File: config.mk
export PLATFORM = sky130hd
export DESIGN_NAME = shape_cfg_arbiter
export DESIGN_NICKNAME = d
export VERILOG_FILES = /design/src/rtl/shape_cfg_arbiter.sv
export SDC_FILE = /design/constraint.sdc
export NUM_CORES = 1
export LEC_CHECK = 0
export BUFFER_PORTS_ARGS = -buffer_cell sky130_fd_sc_hd__buf_2
export CAP_MARGIN = 10
export CORE_ASPECT_RATIO = 1.1
export CORE_UTILIZATION = 39
export DETAILED_ROUTE_END_ITERATION = 6
export GPL_ROUTABILITY_DRIVEN = 0
export HOLD_SLACK_MARGIN = 0.02
export PLACE_DENSITY_LB_ADDON = 0.08
export RECOVER_POWER = 25
export SLEW_MARGIN = 20
export SYNTH_ARGS = -nofsm -noshare
export SYNTH_HDL_FRONTEND = slang
export SYNTH_SLANG_ARGS = --single-unit
File: constraint.sdc
create_clock -name clk -period 1.5 [get_ports clk]
set_input_delay 0.3 -clock clk [delete_from_list [all_inputs] [get_ports clk]]
set_output_delay 0.3 -clock clk [all_outputs]
set_load 0.01 [all_outputs]
File: src/rtl/shape_cfg_arbiter.sv
// Two-requester round-robin arbiter that writes a ctrl SFR word to the shape processor and reports the result.
// Optional readback/compare stage is enabled by defining SHAPE_CFG_ARBITER_READBACK_EN.
module shape_cfg_arbiter (
  input  logic        clk,
  input  logic        rst_n,
  input  logic [1:0]  req,
  input  logic [31:0] req_data0,
  input  logic [31:0] req_data1,
  output logic [1:0]  done,
  output logic [1:0]  status,
  output logic        busy,
  output logic [7:0]  reject_cnt,
  output logic        write,
  output logic [31:0] write_data,
  output logic        read,
  input  logic [31:0] read_data,
  input  logic        error
);

  typedef enum logic [2:0] {
    IDLE,
    WR,
    CHK,
`ifdef SHAPE_CFG_ARBITER_READBACK_EN
    RD,
    CMP,
`endif
    RESP
  } state_t;

  typedef enum logic [1:0] {
    ST_OK       = 2'b00,
    ST_REJECTED = 2'b01,
    ST_MISMATCH = 2'b10
  } status_t;

  state_t      state_q, state_d;
  status_t     result_q, result_d;
  logic        ptr_q;
  logic        grant_q;
  logic [31:0] data_q;
  logic [7:0]  reject_cnt_q;
  logic        win;
  logic        grant_en;

  // The pointed requester wins when it is asking; otherwise the other one must be.
  assign win      = req[ptr_q] ? ptr_q : ~ptr_q;
  assign grant_en = (state_q == IDLE) && (req != 2'b00);

  // NOTE: every combinational output gets a default first so no path infers a latch.
  always_comb begin
    state_d  = state_q;
    result_d = result_q;
    case (state_q)
      IDLE: if (req != 2'b00) state_d = WR;
      WR:   state_d = CHK;
      CHK: begin
        if (error) begin
          result_d = ST_REJECTED;
          state_d  = RESP;
        end else begin
`ifdef SHAPE_CFG_ARBITER_READBACK_EN
          state_d  = RD;
`else
          result_d = ST_OK;
          state_d  = RESP;
`endif
        end
      end
`ifdef SHAPE_CFG_ARBITER_READBACK_EN
      RD:   state_d = CMP;
      CMP: begin
        result_d = (read_data == data_q) ? ST_OK : ST_MISMATCH;
        state_d  = RESP;
      end
`endif
      RESP:    state_d = IDLE;
      default: state_d = IDLE;
    endcase
  end

  // NOTE: sequential state uses non-blocking assignments so every flop samples pre-edge values.
  always_ff @(posedge clk or negedge rst_n) begin
    if (!rst_n) begin
      state_q      <= IDLE;
      result_q     <= ST_OK;
      ptr_q        <= 1'b0;
      grant_q      <= 1'b0;
      data_q       <= '0;
      reject_cnt_q <= '0;
    end else begin
      state_q  <= state_d;
      result_q <= result_d;
      if (grant_en) begin
        grant_q <= win;
        data_q  <= win ? req_data1 : req_data0;
      end
      if (state_q == RESP) begin
        ptr_q <= ~grant_q;
        if (result_q != ST_OK && reject_cnt_q != 8'hFF)
          reject_cnt_q <= reject_cnt_q + 8'd1;
      end
    end
  end

  // Strobes decode straight from the state register, so reset clears them at once.
  always_comb begin
    write      = (state_q == WR);
    write_data = (state_q == WR) ? data_q : '0;
    busy       = (state_q != IDLE);
    done       = 2'b00;
    status     = ST_OK;
    if (state_q == RESP) begin
      done   = grant_q ? 2'b10 : 2'b01;
      status = result_q;
    end
  end

`ifdef SHAPE_CFG_ARBITER_READBACK_EN
  assign read = (state_q == RD);
`else
  // Without readback the processor read-back bus has no consumer.
  logic unused_read_data;
  assign unused_read_data = ^read_data;
  assign read             = 1'b0;
`endif

  assign reject_cnt = reject_cnt_q;

endmodule
==> results of run 1 <==
per-stage QoR:
step | power, mW | TNS, ns | instances | setup WS, ns | cell area (µm²)
finish | 6.502 | -5.449 | 482 | -0.1778 | 3421
global route | 7.048 | -8.416 | 482 | -0.2568 | 3421
CTS | 6.445 | -5.555 | 480 | -0.1756 | 3393
detailed placement | 5.450 | -0.01837 | 468 | -0.01837 | 3223
global placement | 5.382 | 0 | 468 | 0.01035 | 3223
floorplan | 4.180 | 0 | 284 | 0.04415 | 2481
repair_timing:
item / 4_1_cts / 5_1_grt
setup endpoints to repair: 38 / 70
resized for setup: 8 / 2
setup buffers: 3 / 1
hold endpoints to repair: 45 / 0
hold buffers: 1 / 0
pin swaps: 1 / 0
gates cloned: 0 / 1
cells in the mapped netlist (all sizes together):
cell    instances  share of area (%)
mux2            5                2.4
and2           34                8.6
o211ai          2               0.61
o21a            1               0.30
and3            1               0.25
a211oi          1               0.30
nor2           35                5.3
a31oi          32                8.1
nand2b          2               0.51
nand2           1               0.15
clkbuf         11                1.8
xor2            1               0.35
nor2b           1               0.25
o21ai          34                6.9
dfrtp          45                 46
xnor2           4                1.4
inv             5               0.76
nor3            1               0.20
conb            1               0.15
buf            15                3.3
nand3          35                7.1
ha              5                2.5
or3             1               0.45
and2b           2               0.66
nand4           3               0.76
and4            2               0.71
a21oi           3               0.61
routing by layer:
layer	track usage (%)	wire length [µm]	up-vias	part of all wire [%]
li1	-	-	1222	-
met1	25.27	2967	1106	45
met2	33.47	3177	73	48
met3	5.319	361	9	5.5
met4	7.071	91	0	1.4
met5	0	0	-	0
worst register-to-register path, delay by kind of cell (launching register included):
kind,cells,cell delay (ns)
buffers and inverters,2,0.19
multiplexers,1,0.29
adder cells (fa/ha/maj),1,0.17
flip-flops,1,0.45
AND/OR/NAND/NOR,1,0.32
power groups by stage:
stage | Combinational [mW] | Clock [mW] | Sequential (mW)
2_1_floorplan | 2.08 | 0 | 2.10
5_1_grt | 3.93 | 0.911 | 2.21
3_3_place_gp | 3.27 | 0 | 2.11
3_5_place_dp | 3.31 | 0 | 2.14
6_report | 3.54 | 0.840 | 2.12
4_1_cts | 3.46 | 0.860 | 2.12
sequential cells by signal, summed over array words and instances (netlist names):
name,count
data_q,32
ptr_q,1
reject_cnt,8
state_q,2
grant_q,1
result_q,1
cell usage in the layout, fill, tap and decap left out, drive strengths merged:
| master | netlist | routed |
|---|---|---|
| buf | 15 | 133 |
| dfrtp | 45 | 45 |
| nand3 | 35 | 35 |
| nor2 | 35 | 35 |
| and2 | 34 | 34 |
| o21ai | 34 | 34 |
| a31oi | 32 | 32 |
| clkbuf | 11 | 9 |
| mux2 | 5 | 5 |
| inv | 5 | 5 |
| ha | 5 | 5 |
| xnor2 | 4 | 4 |
| nand4 | 3 | 3 |
| a21oi | 3 | 3 |
| nand2b | 2 | 2 |
| and4 | 2 | 2 |
| o211ai | 2 | 2 |
| conb | 1 | 2 |
| and2b | 2 | 2 |
| nor2b | 1 | 1 |
| o21a | 1 | 1 |
| nand2 | 1 | 1 |
| and3 | 1 | 1 |
| a211oi | 1 | 1 |
| xor2 | 1 | 1 |
| nor3 | 1 | 1 |
| or3 | 1 | 1 |
| clkinv | 0 | 1 |
| dlygate4sd3 | 0 | 1 |
layout make-up:
class | instances | area, µm² | share of cell area, %
inverter | 5 | 18.77 | 0.5486
multi-input combinational | 208 | 1242 | 36.32
clock inverter | 1 | 5.005 | 0.1463
tap | 80 | 100.1 | 2.926
sequential | 45 | 1127 | 32.96
clock buffer | 7 | 96.34 | 2.816
timing repair buffer | 136 | 830.8 | 24.29
how the worst min path moves through the flow:
stage                          to   from  slack (ns)
floorplan               data_q[0]  rst_n       0.004
detailed placement  reject_cnt[3]  rst_n        0.30
global route          result_q[0]  error        0.23
finish                result_q[0]  error        0.24
CTS                   result_q[0]  error        0.23
global placement    reject_cnt[3]  rst_n        0.31
cells by family (layout without fill, tap and decap cells):
family,count (synthesis),in the layout
other,1,2
XOR/XNOR,5,5
AO/OA/AOI/OAI,73,73
buffers and inverters,31,149
multiplexers,5,5
flip-flops,45,45
AND/OR/NAND/NOR,118,118
adder cells (fa/ha/maj),5,5
==> results.sh, run 1 <==
export IMPL_status="finished with violations"
export IMPL_violations="setup timing"
export IMPL_layout_drive_gt1_share_pct=39.05
export IMPL_place_port_buffers=113
export IMPL_vias=2410
export IMPL_drt_iter0_markers=117
export IMPL_hold_slack_ns=0.2364
export IMPL_wirelength_um=6598
export IMPL_antenna_found_initial=0
export IMPL_cts_tree="built"
export IMPL_p_leak_nw=1.664
export IMPL_grt_setup_unrepaired="yes"
export IMPL_clockBufferDepth=2
export IMPL_critPathCaptureType="output port"
export IMPL_crit_required_ns=1.20
export IMPL_synth_area_mux_share_pct=2.427
export IMPL_clock_sinks=45
export IMPL_setup_violations=38
export IMPL_grt_pass1_vias=2247
export IMPL_crit_family="flip-flops"
export IMPL_ys_seq_area_share_pct=45.50
export IMPL_period_share_pct=111.9
export IMPL_crit_chain="inv_2 > ha_4 > buf_12 > and2_1 > buf_2"
export IMPL_synth_top_family_by_area="simple AND/OR/NAND/NOR gates"
export IMPL_critPathMaxStageDelay_ns=0.42
export IMPL_ctsHtreeMaxLevel=2
export IMPL_synthCells=283
export IMPL_crit_buf_inv=3
export IMPL_synthXorXnorAreaFrac_pct=1.769
export IMPL_finalWorstPathRequiredPeriod_ns=1.678
export IMPL_hold_depth=2
export IMPL_fmax_ghz=0.5960
export IMPL_syn_avg_cell_area_um2=8.745
export IMPL_worstSetupStartpointType="flip-flop"
export IMPL_std_cell_rows=30
export IMPL_worstPathArrival_ns=1.38
export IMPL_swShare_pct=39.46
export IMPL_grt_max_degree=46
export IMPL_synth_compound_area_share_pct=16.78
export IMPL_yosys_area_share_simple_pct=24.92
export IMPL_syn_to_final_growth_pct=38.22
export IMPL_ios=148
export IMPL_grt_first_pass_wirelength_um=10530
export IMPL_post_dp_hpwl_um=4277
export IMPL_p_sw_mw=2.566
export IMPL_clock_skew_ns=0.003708
export IMPL_dr_pass1_iters=6
export IMPL_rr_endpoint="state_q[1]"
export IMPL_cts_root_buffer="clkbuf_8"
export IMPL_detail_route_antenna_nets=0
export IMPL_nFillCells=603
export IMPL_slew_headroom_pct=57.57
export IMPL_r2r_cells=5
export IMPL_diodes=0
export IMPL_clk_insertion_delay_late_ns=0.30
export IMPL_drv_slew=0
export IMPL_ff2ff_setup_slack_ns=-0.04
export IMPL_yosysWarnings=0
export IMPL_min_path_type="input pin to flip-flop"
export IMPL_start_util_pct=40.20
export IMPL_ir_drop_uv=737.4
export IMPL_timing_final_ws_setup_ns=-0.1778
export IMPL_post_route_drc_count=0
export IMPL_power_density_nw_per_um2=1901
export IMPL_worst_pin_slew_ns=0.6364
export IMPL_die_w_um=77.96
export IMPL_power_frac_clock_pct=12.9
export IMPL_cap_viol_max_count=0
export IMPL_cp_endpoint="write_data[22]"
export IMPL_syn_area_um2=2475
export IMPL_synthAdderAreaFrac_pct=2.528
export IMPL_clk_pin_slew_worst_paths_ns=0.08
export IMPL_vias_per_cell=5.000
export IMPL_finalNetCount=507
export IMPL_p_int_mw=3.936
export IMPL_grt_overflow=0
export IMPL_dieArea_um2=6669
export IMPL_final_core_util_pct=55.57
export IMPL_core_area_um2=6156
export IMPL_die_height_um=85.55
export IMPL_track_usage_pct=20.09
export IMPL_critPathLaunch="state_q[1]"
export IMPL_cp_depth=5
export IMPL_p_comb_share_pct=54.5
export IMPL_synthDistinctLibCells=33
export IMPL_numCtsBuffers=5
export IMPL_post_drt_wl_per_cell_um=13.69
export IMPL_r2r_start="state_q[0]"
export IMPL_crit_slowest_cell="dfrtp_1"
export IMPL_path_class="flip-flop to output port"
export IMPL_ys_seq_elements=45
export IMPL_critPathMaxFanout=21
export IMPL_finalHoldViolations=0
export IMPL_pwr_share_seq_pct=32.6
No activity file was read; power rests on OpenSTA's default activity.
==> run 2: changes to the inputs <==
--- a/config.mk
+++ b/config.mk
@@ -10,3 +10,3 @@
 export CORE_ASPECT_RATIO = 1.1
-export CORE_UTILIZATION = 39
+export CORE_UTILIZATION = 30
 export DETAILED_ROUTE_END_ITERATION = 6
==> constraint.sdc (replaced) <==
create_clock -name clk -period 1.5 [get_ports clk]
set_input_delay 0.15 -clock clk [delete_from_list [all_inputs] [get_ports clk]]
set_output_delay 0.15 -clock clk [all_outputs]
set_load 0.01 [all_outputs]
==> results.sh, run 2 (synthesized netlist as in run 1, its figures left out) <==
export IMPL_clock_skew_ns=0.005740
export IMPL_layout_drive_gt1_share_pct=39.75
export IMPL_vias_per_cell=4.877
export IMPL_cts_tree="built"
export IMPL_ios=148
export IMPL_r2r_cells=5
export IMPL_crit_slowest_cell="dfrtp_1"
export IMPL_final_cell_mix="buf_2, dfrtp_1, nand3_1, nor2_1"
export IMPL_clk_insertion_delay_late_ns=0.30
export IMPL_pwr_share_seq_pct=31.6
export IMPL_core_area_um2=7955
export IMPL_vias=2502
export IMPL_r2r_start="state_q[0]"
export IMPL_fmax_ghz=0.6333
export IMPL_holdPathEnd="result_q[0]"
export IMPL_fin_cells=513
export IMPL_place_port_buffers=113
export IMPL_ff2ff_setup_slack_ns=-0.04
export IMPL_cts_root_buffer="clkbuf_8"
export IMPL_detail_route_antenna_nets=0
export IMPL_finalWorstPathRequiredPeriod_ns=1.579
export IMPL_wirelength_um=7809
export IMPL_std_cell_rows=34
export IMPL_crit_buf_inv=3
export IMPL_grt_setup_unrepaired="yes"
export IMPL_finalNetCount=510
export IMPL_ir_drop_uv=634.5
export IMPL_p_sw_mw=2.708
export IMPL_finalHoldViolations=0
export IMPL_die_height_um=97.26
export IMPL_crit_required_ns=1.35
export IMPL_swShare_pct=40.53
export IMPL_worstSetupStartpointType="flip-flop"
export IMPL_critPathCaptureType="output port"
export IMPL_dp_cells=497
export IMPL_crit_chain="inv_2 > ha_4 > buf_6 > and2_1 > buf_2"
export IMPL_p_comb_share_pct=57.3
export IMPL_hold_depth=2
export IMPL_track_usage_pct=17.67
export IMPL_critPathMaxStageDelay_ns=0.42
export IMPL_finalPower_mw=6.682
export IMPL_post_route_drc_count=0
export IMPL_largest_reg_flops=32
export IMPL_mostFrequentLayoutCell="buf_2"
export IMPL_period_share_pct=105.3
export IMPL_worstHoldStart="error"
export IMPL_top_register="data_q"
export IMPL_worstPathArrival_ns=1.43
export IMPL_drt_iter0_markers=99
export IMPL_numCtsBuffers=5
export IMPL_clk_pin_slew_worst_paths_ns=0.08
export IMPL_power_frac_clock_pct=11.1
export IMPL_rr_endpoint="state_q[1]"
export IMPL_worst_pin_slew_ns=0.6425
export IMPL_antenna_found_initial=0
export IMPL_dieArea_um2=8617
export IMPL_setup_violations=35
export IMPL_p_leak_nw=1.690
export IMPL_timing_final_ws_setup_ns=-0.07903
export IMPL_syn_to_final_growth_pct=41.81
export IMPL_diodes=0
export IMPL_dr_pass1_iters=4
export IMPL_cap_viol_max_count=0
export IMPL_p_int_mw=3.974
export IMPL_clock_sinks=45
export IMPL_post_drt_wl_per_cell_um=15.22
export IMPL_ctsHtreeMaxLevel=2
export IMPL_post_dp_hpwl_um=4682
export IMPL_path_class="flip-flop to output port"
export IMPL_slew_headroom_pct=57.17
export IMPL_grt_first_pass_wirelength_um=11650
export IMPL_critPathMaxFanout=10
export IMPL_crit_family="flip-flops"
export IMPL_violations="setup timing"
export IMPL_min_path_type="input pin to flip-flop"
export IMPL_die_w_um=88.60
export IMPL_start_util_pct=31.11
export IMPL_drv_slew=0
export IMPL_grt_overflow=0
export IMPL_grt_max_degree=46
export IMPL_status="finished with violations"
export IMPL_clockBufferDepth=2
export IMPL_grt_pass1_vias=2397
export IMPL_power_density_nw_per_um2=1904
-- run 2: changes by cell type in the layout (fill, tap and decap cells not counted), moves of 2 or more --
cell / before / now
clkbuf_8: 7 / 5
buf_4: 14 / 12
and2_1: 34 / 32
clkbuf_16: 1 / 4
buf_6: 2 / 4
and2_4: 0 / 2
-- run 2: cell type report --
| class | count | area, µm² |
|---|---|---|
| Fill cell | 847 | 4446 |
| Multi-Input combinational cell | 208 | 1237 |
| Sequential cell | 45 | 1127 |
| Timing Repair Buffer | 139 | 908.4 |
| Tap cell | 108 | 135.1 |
| Clock buffer | 6 | 72.57 |
| Inverter | 5 | 18.77 |
| Clock inverter | 2 | 10.01 |
-- run 2: how the worst max path moves through the flow --
stage	startpoint	endpoint	slack (ns)	cells past startpoint
floorplan	reject_cnt[1]	reject_cnt[1]	0.04	4
global route	state_q[1]	write_data[11]	-0.14	5
global placement	state_q[0]	state_q[1]	0.03	5
finish	state_q[1]	write_data[14]	-0.08	5
CTS	state_q[1]	write_data[22]	-0.06	5
detailed placement	state_q[0]	state_q[1]	0.01	5
-- run 2: layer usage --
metal  vias to the layer above  wire, µm  global-route usage [%]
met5                         -         0                       0
met4                         0        72                   4.094
met3                         6       461                   4.078
met2                        93      3895                   30.18
met1                      1178      3379                   22.23
li1                       1225         -                       -
-- run 2: timing repair --
item                       in CTS  in global routing
hold endpoints to repair       45                  0
buffers inserted                1                  0
resized for setup              10                  5
setup endpoints to repair      36                 67
hold buffers                    1                  0
gates cloned                    1                  5
-- run 2: power by group through the flow --
| stage | logic [mW] | registers, mW | clock network, mW |
|---|---|---|---|
| finish | 3.83 | 2.11 | 0.743 |
| global route | 4.25 | 2.20 | 0.827 |
| CTS | 3.52 | 2.11 | 0.774 |
| detailed placement | 3.36 | 2.12 | 0 |
| global placement | 3.33 | 2.09 | 0 |
| floorplan | 2.08 | 2.10 | 0 |
-- run 2: per-stage QoR --
stage                     util [%]  hold WS (ns)  instance area, µm²  worst slack [ns]  setup TNS, ns
final                        44.12       0.09185                3510          -0.07903         -1.333
after global routing         44.12       0.08250                3510           -0.1381         -4.653
after CTS                    42.64       0.08791                3392          -0.06165         -1.250
after detailed placement     40.89        0.1580                3253           0.01398              0
after global placement       40.89        0.1603                3253           0.02898              0
after floorplan                  -       -0.1456                2481           0.04415              0
